$ cat src/rtl/mem_decoder.sv
// Registered DTACK generator for the 68000 bus: per-region wait states for RAM/ROM,
// synchronized pass-through of the DUART's own DTACK, release on select negation.
module mem_decoder #(
    parameter int RAM_WAIT = 0,
    parameter int ROM_WAIT = 2,
    parameter int WAIT_W   = 4
) (
    input  logic clk,
    input  logic reset,
    input  logic ram_evn_cs,
    input  logic ram_odd_cs,
    input  logic rom_evn_cs,
    input  logic rom_odd_cs,
    input  logic duart_cs,
    input  logic duart_dtack,
    output logic dtack
);

    typedef enum logic [1:0] {
        IDLE   = 2'd0,
        COUNT  = 2'd1,
        DUART  = 2'd2,
        ASSERT = 2'd3
    } state_t;

    localparam logic [WAIT_W-1:0] RAM_N = WAIT_W'(RAM_WAIT);
    localparam logic [WAIT_W-1:0] ROM_N = WAIT_W'(ROM_WAIT);

    state_t            state_r;
    state_t            state_s;
    logic [WAIT_W-1:0] cnt_r;
    logic [WAIT_W-1:0] cnt_s;
    logic              sync1_r;
    logic              dsync_r;
    logic              dtack_r;
    logic              rom_sel_s;
    logic              ram_sel_s;
    logic              duart_sel_s;
    logic              any_sel_s;

    // Byte and word accesses are treated alike: either half of a pair selects the region.
    assign rom_sel_s   = ~rom_evn_cs | ~rom_odd_cs;
    assign ram_sel_s   = ~ram_evn_cs | ~ram_odd_cs;
    assign duart_sel_s = ~duart_cs;
    assign any_sel_s   = rom_sel_s | ram_sel_s | duart_sel_s;

    // Next-state and wait-counter logic; region is latched only when leaving IDLE.
    always_comb begin
        state_s = state_r;
        cnt_s   = cnt_r;
        case (state_r)
            IDLE: begin
                if (rom_sel_s) begin
                    state_s = COUNT;
                    cnt_s   = ROM_N;
                end else if (ram_sel_s) begin
                    state_s = COUNT;
                    cnt_s   = RAM_N;
                end else if (duart_sel_s) begin
                    state_s = DUART;
                end else begin
                    state_s = IDLE;
                end
            end
            COUNT: begin
                if (!any_sel_s) begin
                    state_s = IDLE;
                end else if (cnt_r == {WAIT_W{1'b0}}) begin
                    state_s = ASSERT;
                end else begin
                    cnt_s = cnt_r - WAIT_W'(1);
                end
            end
            DUART: begin
                if (!any_sel_s) begin
                    state_s = IDLE;
                end else if (!dsync_r) begin
                    state_s = ASSERT;
                end else begin
                    state_s = DUART;
                end
            end
            ASSERT: begin
                if (!any_sel_s) begin
                    state_s = IDLE;
                end else begin
                    state_s = ASSERT;
                end
            end
            default: begin
                state_s = IDLE;
                cnt_s   = {WAIT_W{1'b0}};
            end
        endcase
    end

    // State, counter and output register; dtack is derived from the next state so it
    // changes on the same edge as the transition into or out of ASSERT.
    always_ff @(posedge clk or negedge reset) begin
        if (!reset) begin
            state_r <= IDLE;
            cnt_r   <= {WAIT_W{1'b0}};
            dtack_r <= 1'b1;
        end else begin
            state_r <= state_s;
            cnt_r   <= cnt_s;
            dtack_r <= (state_s == ASSERT) ? 1'b0 : 1'b1;
        end
    end

    // Two-flop synchronizer for the DUART's asynchronous DTACK.
    always_ff @(posedge clk or negedge reset) begin
        if (!reset) begin
            sync1_r <= 1'b1;
            dsync_r <= 1'b1;
        end else begin
            sync1_r <= duart_dtack;
            dsync_r <= sync1_r;
        end
    end

    assign dtack = dtack_r;

endmodule

$ cat config.mk
export PLATFORM = sky130hd
export DESIGN_NAME = mem_decoder
export DESIGN_NICKNAME = d
export VERILOG_FILES = /design/src/rtl/mem_decoder.sv
export SDC_FILE = /design/constraint.sdc
export NUM_CORES = 1
export LEC_CHECK = 0
export ABC_AREA = 1
export BUFFER_PORTS_ARGS = -buffer_cell sky130_fd_sc_hd__buf_2
export CAP_MARGIN = 20
export CORE_AREA = 2 2 39 41
export CTS_CLUSTER_DIAMETER = 40
export CTS_CLUSTER_SIZE = 20
export DETAILED_ROUTE_END_ITERATION = 8
export DIE_AREA = 0 0 41 43
export MAX_ROUTING_LAYER = met4
export SKIP_LAST_GASP = 1
export SYNTH_ARGS = -nofsm -noshare
export SYNTH_HDL_FRONTEND = slang
export SYNTH_SLANG_ARGS = --single-unit
$ cat constraint.sdc
create_clock -name clk -period 1.3 [get_ports clk]
set_input_delay 0.26 -clock clk [delete_from_list [all_inputs] [get_ports clk]]
set_output_delay 0.26 -clock clk [all_outputs]
set_load 0.03 [all_outputs]
Yosys cells after proc, flatten, opt, wreduce, memory -nomap -nowiden. Index checks and enable logic that the tools add are counted.

Register bits after elaboration: 9. Word-level logic and storage cells: 41.

Add/subtract/negate cells: 1. Equality and inequality tests: 7. Multiplexer cells: 15. Bitwise gates (word level): 9. Reductions and logical operators: 4.

Operator list (number): $mux 4 (4); $mux 2 (7); $pmux 2 s4 (1); $pmux 4 s2 (1); $eq 2x2->1 const B (3); $not 1->1 (5); $logic_not 4->1 (1); $ne 2x2->1 const B (2); $or 1x1->1 (4); $reduce_and 4->1 (1); $sub 4x1->4 const B (1); $ne 3x3->1 const B (1); $eq 2x1->1 const B (1); $logic_not 2->1 (1); $mux 1 (2); $reduce_bool 2->1 (1).

Depth between registers and ports, before layout. Gate-level depths: netlist (run 1).

Depth after elaboration: 8. Mapped depth: 7. Mapped depth without buffers: 7.

Worst setup path before layout (run 1). No wires, ideal clock.

Path type: register -> register. Start: reg cnt_r[0]. End: reg cnt_r[3]. Arrival time: 1069 ps. Data required time: 1182 ps. Slack: 113 ps. Stages on the path, launching flop included: 7. Period minus slack after synthesis: 1187 ps. Cell sequence: dfrtp_1 -> inv_1 -> ha_1 -> a31oi_4 -> nand2_4 -> nand2_1 -> nand2_1.

Cells in the longest elaborated chain, start to end: 4. Elaborated cells between the ends (all ways): 7. Classes of those cells: add/sub: 1; eq/ne: 1; mux: 3; reduce/logical: 2.

RTL lines: start: declaration (RTL line 31) `logic [WAIT_W-1:0] cnt_r;`; start signal: assignment (RTL line 102) `cnt_r <= {WAIT_W{1'b0}};`; start signal: assignment (RTL line 106) `cnt_r <= cnt_s;`; $sub 4x1->4 (RTL line 71) `cnt_s = cnt_r - WAIT_W'(1);`; $mux 4 (RTL line 68) `end else if (cnt_r == {WAIT_W{1'b0}}) begin`; $mux 4 (RTL line 66) `if (!any_sel_s) begin`; $pmux 4 s2 (RTL line 51) `case (state_r)`.

Parallel ways exist; a longest one is shown, timed or not. The select of a mux whose other input is x is not followed. A chain may end at the register's enable or synchronous reset.

Final worst setup path (run 1).
Start: reg dtack_r (netlist: dtack). End: out dtack.

RTL lines: start: declaration (RTL line 35) `logic dtack_r;`; start signal: assignment (RTL line 107) `dtack_r <= (state_s == ASSERT) ? 1'b0 : 1'b1;`; end: declaration (RTL line 16) `output logic dtack`.

No word-level cell between the ends.

==> results.yml, run 1 <==
setup_path:
  cp_data_arrival_time_ns: 0.95
  critical-path-max-stage-delay_ns: 0.51
  required_ns: 1.04
  worst_setup_path_end_kind: "output pin"
  cpMaxStageDelayCell: "dfstp_2"
  path_delay_family: "flip-flops"
  crit_buf_inv: 1
  start_kind: "flop"
  crit_chain: "buf_2"
  cp_max_fo: 1
  critPathKind: "flop to output pin"
drt:
  drtPass1Iterations: 7
  num_vias: 392
  wirelength_um: 861
  dr.first_iter.drc_count: 3
  drt.antenna.violating_nets: 0
  drcViolationCount: 0
  routedWlPerCell_um: 10.13
  via_per_inst: 4.612
die:
  start_util_pct: 35.62
  die_w_um: 41
  core_sq_um: 1384
  die-area_sq_um: 1763
  die_h_um: 43
  io_pins: 9
  fp-row-count: 14
global_routing:
  grt_max_degree: 10
  antenna_found_initial: 0
  grt_pass1_vias: 361
  grt_overflow: 0
  grt_pass1_wl_um: 1352
  grt_usage_pct: 12.49
power_and_ir_drop:
  p_comb_share_pct: 16.5
  power.density_nw_per_um2: 1044
  seqPwrFrac_pct: 50.0
  power_switching_share_pct: 26.55
  p_int_uw: 455.0
  power.share.clock_pct: 33.5
  p_switching_uw: 164.5
  irDropWorstVdd_uv: 548.8
  p_leak_uw: 0.0002856
  finalPower_uw: 619.4
clocking:
  htreeDepth: 1
  post-cts-setup-buffers: 0
  cts-root-buf: "clkbuf_4"
  cts_buffers: 3
  clk_pin_slew_ns: 0.06
  cts.sinks: 9
  cts_buffer_depth: 2
  cts_tree: "done"
  insertion_delay_ns: 0.26
final_layout:
  syn_to_final_growth_pct: 20.30
  finalNetCount: 80
  final_common_cell: "nand2_1"
  drive_above_1_share_pct: 33.33
  final_cell_mix: "20 x nand2_1, 8 x buf_2, 6 x nand3_1, 6 x dfrtp_1, 5 x nor2_1"
  n_antenna_cell: 0
timing:
  final.setup_skew_ns: 0.002038
  setup_viol: 0
  fmax_mhz: 825.9
  hold_viol_final: 0
  tightestPinTransition_ns: 0.2634
  slew_headroom_pct: 82.44
  layout_min_cycle_time_ns: 1.211
  fin_tns_setup_ns: 0
  fin_crit_sh_pct: 93.14
  rsz0062_at_grt: "false"
  finalMaxSlewViolations: 0
synth:
  synth_area_sq_um: 493.0
  synth_top_family_by_area: "simple AND/OR/NAND/NOR gates"
  synthMuxAreaShare_pct: 0
  ys_seq_elements: 9
  synth_compound_area_share_pct: 13.20
  synth_simple_gate_area_share_pct: 29.70
  ys_warn_count: 0
  ys_types: 16
  yosysSeqAreaShare_pct: 46.45
  synth_cells: 56
  yosys.area_share.xor_xnor_pct: 1.777
  syn_area_per_cell_sq_um: 8.803
  synth_nets: 66
  synthAdderAreaFrac_pct: 5.076
worst_hold_path:
  hold_class: "input pin to flop"
outcome:
  status: "finished, final reports clean"
job:
  drv_cap: 0
placement:
  io_buffers: 8
  place_hpwl_um: 694.5
  gp_congestion: 0.8482
-- logic make-up after synthesis --
logic type | Yosys count
simple gates | 33
flops | 9
compound gates | 6
buf+inv | 5
fa+ha+maj | 2
xor+xnor | 1
-- synth_stat cells (all sizes together) --
| master | count | area share (%) |
|---|---|---|
| dfrtp | 6 | 30 |
| inv | 5 | 3.8 |
| a31oi | 1 | 4.3 |
| xnor2 | 1 | 1.8 |
| o21ai | 3 | 3.0 |
| nand2 | 21 | 18 |
| ha | 2 | 5.1 |
| a21boi | 1 | 1.5 |
| dfstp | 3 | 16 |
| o211ai | 1 | 4.3 |
| nand3 | 6 | 6.1 |
| nor2 | 6 | 6.1 |
-- sequential cells by signal (all words and copies together) (netlist names) --
name	flops
cnt_r	4
dsync_r	1
dtack	1
state_r	2
sync1_r	1
-- per-layer routing --
metal  global-route usage [%]  share of wire, %  vias up
li1                         -                 -      206
met1                    12.33                43      181
met2                    19.38                54        5
met3                    1.571               3.3        0
met4                    12.00                 0        0
met5                        -                 0        -
-- power groups by stage --
stage | Combinational (uW) | Sequential [uW] | Clock [uW]
after floorplan | 64.4 | 317 | 0
after global placement | 97.8 | 315 | 0
after detailed placement | 100 | 315 | 0
after CTS | 103 | 310 | 219
after global routing | 115 | 311 | 242
final | 102 | 310 | 208
-- area by class of cell --
class | count | area [sq um]
sequential | 9 | 229.0
multi-input combinational | 42 | 247.7
inverter | 5 | 18.77
tap | 16 | 20.02
timing repair buffer | 9 | 50.05
clock buffer | 3 | 22.52
fill | 149 | 790.8
clock inverter | 1 | 5.005
-- through the flow --
stage               setup slack, ns  hold WS [ns]  utilization [%]  instance area (sq um)  cells
CTS                         0.02031       0.08861            42.68                  590.6     85
floorplan                    0.1130      -0.03559                -                  493.0     56
finish                      0.08917       0.09860            42.86                  593.1     85
global route                0.01681       0.07813            42.86                  593.1     85
global placement            0.04195        0.1194            39.96                  553.0     80
detailed placement          0.02724        0.1193            39.96                  553.0     80
-- path summary, 6_finish.rpt --
| path | startpoint | end | slack [ns] | cells after the start |
|---|---|---|---|---|
| worst min-delay path | duart_dtack | sync1_r | 0.1 | 1 |
| worst max register to register | cnt_r[0] | cnt_r[3] | 0.10 | 6 |
| min in group asynchronous | reset | cnt_r[2] | 0.37 | 2 |
| worst min register to register | sync1_r | dsync_r | 0.36 | 0 |
| worst max-delay path | dtack | dtack | 0.09 | 1 |
| max in group asynchronous | reset | dtack | 0.69 | 2 |
-- timing repair --
item,CTS,global route
hold buffers,1,0
gates resized for setup,0,2
hold endpoints to repair,6,0
setup endpoints to repair,0,5
Power figures use the tool's default switching activity.
==> run 2: changes to the inputs <==
- CORE_AREA: 2 2 39 41 -> unset
- CORE_UTILIZATION: unset -> 35
- DIE_AREA: 0 0 41 43 -> unset
- SLEW_MARGIN: unset -> 20
==> run 2 against run 1 <==
  * Final area rose by 4.9%
  * Non-clock buffer count up 2
  * Utilization grew 4.9 points
  * Sequential share of layout area shrank 1.8 points
  * Maximum frequency down 2.7%
  * Count of clock-buffer cells in the layout did not move
  * Sequential cell count did not move
  * Hold slack got worse by 0.010 ns
  * Clock power rose by 3%
  * Combinational power grew 20%
==> results.yml, run 2 (synthesis gave the netlist of run 1 again) <==
clocking:
  cts_tree: "done"
  htreeDepth: 1
  cts.sinks: 9
  clk_pin_slew_ns: 0.07
  cts_buffers: 3
  cts-root-buf: "clkbuf_4"
  insertion_delay_ns: 0.26
  cts_buffer_depth: 2
final_layout:
  final_core_util_pct: 47.79
  reg_top3: "cnt_r (4), state_r (2)"
  multi_input_area_sq_um: 262.8
  syn_to_final_growth_pct: 26.14
  finalNonFillerCells: 86
  regMostFlops: "cnt_r"
  drive_above_1_share_pct: 39.44
  final_common_cell: "nand2_1"
  final_cell_mix: "18 x nand2_1, 8 x buf_2, 6 x nand3_1, 6 x dfrtp_1, 5 x nor2_1"
  largest_reg_flops: 4
  n_fill_cell: 136
  finalNetCount: 82
  n_antenna_cell: 0
  seqCellArea_sq_um: 229.0
drt:
  num_vias: 405
  drt.antenna.violating_nets: 0
  via_per_inst: 4.709
  drcViolationCount: 0
  wirelength_um: 935
  drtPass1Iterations: 4
  dr.first_iter.drc_count: 11
  routedWlPerCell_um: 10.87
power_and_ir_drop:
  seqPwrFrac_pct: 48.0
  p_switching_uw: 179.9
  power_switching_share_pct: 27.76
  finalPower_uw: 648.0
  irDropWorstVdd_uv: 633.1
  p_leak_uw: 0.0002968
  power.share.clock_pct: 33.1
  p_int_uw: 468.1
  p_comb_share_pct: 18.8
  power.density_nw_per_um2: 1042
setup_path:
  critPathKind: "flop to flop"
  rr_worst_depth: 6
  cp_data_arrival_time_ns: 1.39
  start_kind: "flop"
  cp_max_fo: 7
  worst_setup_path_end_kind: "flop"
  required_ns: 1.44
timing:
  layout_min_cycle_time_ns: 1.245
  slew_headroom_pct: 81.40
  setup_viol: 0
  fmax_mhz: 803.2
  final.setup_skew_ns: 0.009890
  fin_crit_sh_pct: 95.77
  hold_viol_final: 0
  finalMaxSlewViolations: 0
  tightestPinTransition_ns: 0.2790
placement:
  io_buffers: 8
  place_inst: 79
  gp_congestion: 0.8505
  place_hpwl_um: 690.5
job:
  drv_cap: 0
global_routing:
  grt_pass1_vias: 378
  grt_max_degree: 10
  grt_usage_pct: 16.30
  grt_overflow: 0
  antenna_found_initial: 0
  grt_pass1_wl_um: 1531
die:
  die_w_um: 39.53
  die-area_sq_um: 1563
  die_h_um: 39.53
  start_util_pct: 37.88
  io_pins: 9
  core_sq_um: 1301
  fp-row-count: 13
worst_hold_path:
  hold_depth: 1
  hold_class: "input pin to flop"
outcome:
  status: "finished, final reports clean"
## run 2: cell count changes in the layout (fill, tap and decap cells not counted)
cell	before	now
nand2_2	0	2
inv_1	2	1
nand2_1	20	18
buf_4	0	2
ha_2	1	0
ha_4	0	1
inv_2	3	4
## run 2: cell type report
cell class	count	area share, %
multi-input combinational	42	42.25
inverter	5	3.018
timing repair buffer	11	10.46
tap	15	3.018
sequential	9	36.82
clock inverter	1	0.8048
clock buffer	3	3.622
## run 2: worst max-delay path: stages, from the launching register on
cell,delay [ns]
dfrtp_1,0.39
inv_2,0.08
ha_4,0.17
a31oi_4,0.29
nand2_4,0.09
nand2_1,0.07
nand2_1,0.05
## run 2: path summary, 6_finish.rpt
check | startpoint | end | slack [ns]
min in group asynchronous | reset | cnt_r[1] | 0.38
hold reg to reg | sync1_r | dsync_r | 0.36
setup reg to reg | cnt_r[0] | cnt_r[2] | 0.06
hold / removal | duart_dtack | sync1_r | 0.09
setup / recovery | cnt_r[0] | cnt_r[2] | 0.06
max in group asynchronous | reset | dsync_r | 0.68
## run 2: per-layer routing
layer	up-vias	track usage [%]	share of wire, %
met4	0	15.52	1.3
met2	10	21.72	50
met3	2	3.409	3.9
met1	184	20.00	44
met5	-	-	0
li1	209	-	-
## run 2: repair_timing
| item | 4_1_cts | 5_1_grt |
|---|---|---|
| hold buffers | 1 | 0 |
| hold endpoints to repair | 6 | 0 |
| gates cloned | 0 | 0 |
| pin swaps | 1 | 4 |
| buffers inserted | 0 | 2 |
| setup endpoints to repair | 3 | 4 |
| resized for setup | 1 | 5 |
## run 2: stage by stage
stage / setup TNS, ns / area (sq um) / setup slack (ns) / hold WS, ns
2_1_floorplan: 0 / 493.0 / 0.1130 / -0.03559
3_3_place_gp: 0 / 551.8 / 0.04197 / 0.1243
3_5_place_dp: -0.01469 / 551.8 / -0.01087 / 0.1213
4_1_cts: 0 / 591.8 / 0.03869 / 0.07951
5_1_grt: -0.001100 / 621.8 / -0.001100 / 0.06902
6_report: 0 / 621.8 / 0.05500 / 0.08853
## run 2: power by group through the flow
stage	Combinational [uW]	Sequential, uW	Clock (uW)
2_1_floorplan	64.4	317	0
3_3_place_gp	97.8	315	0
3_5_place_dp	99.4	315	0
4_1_cts	104	310	225
5_1_grt	140	313	238
6_report	122	311	215
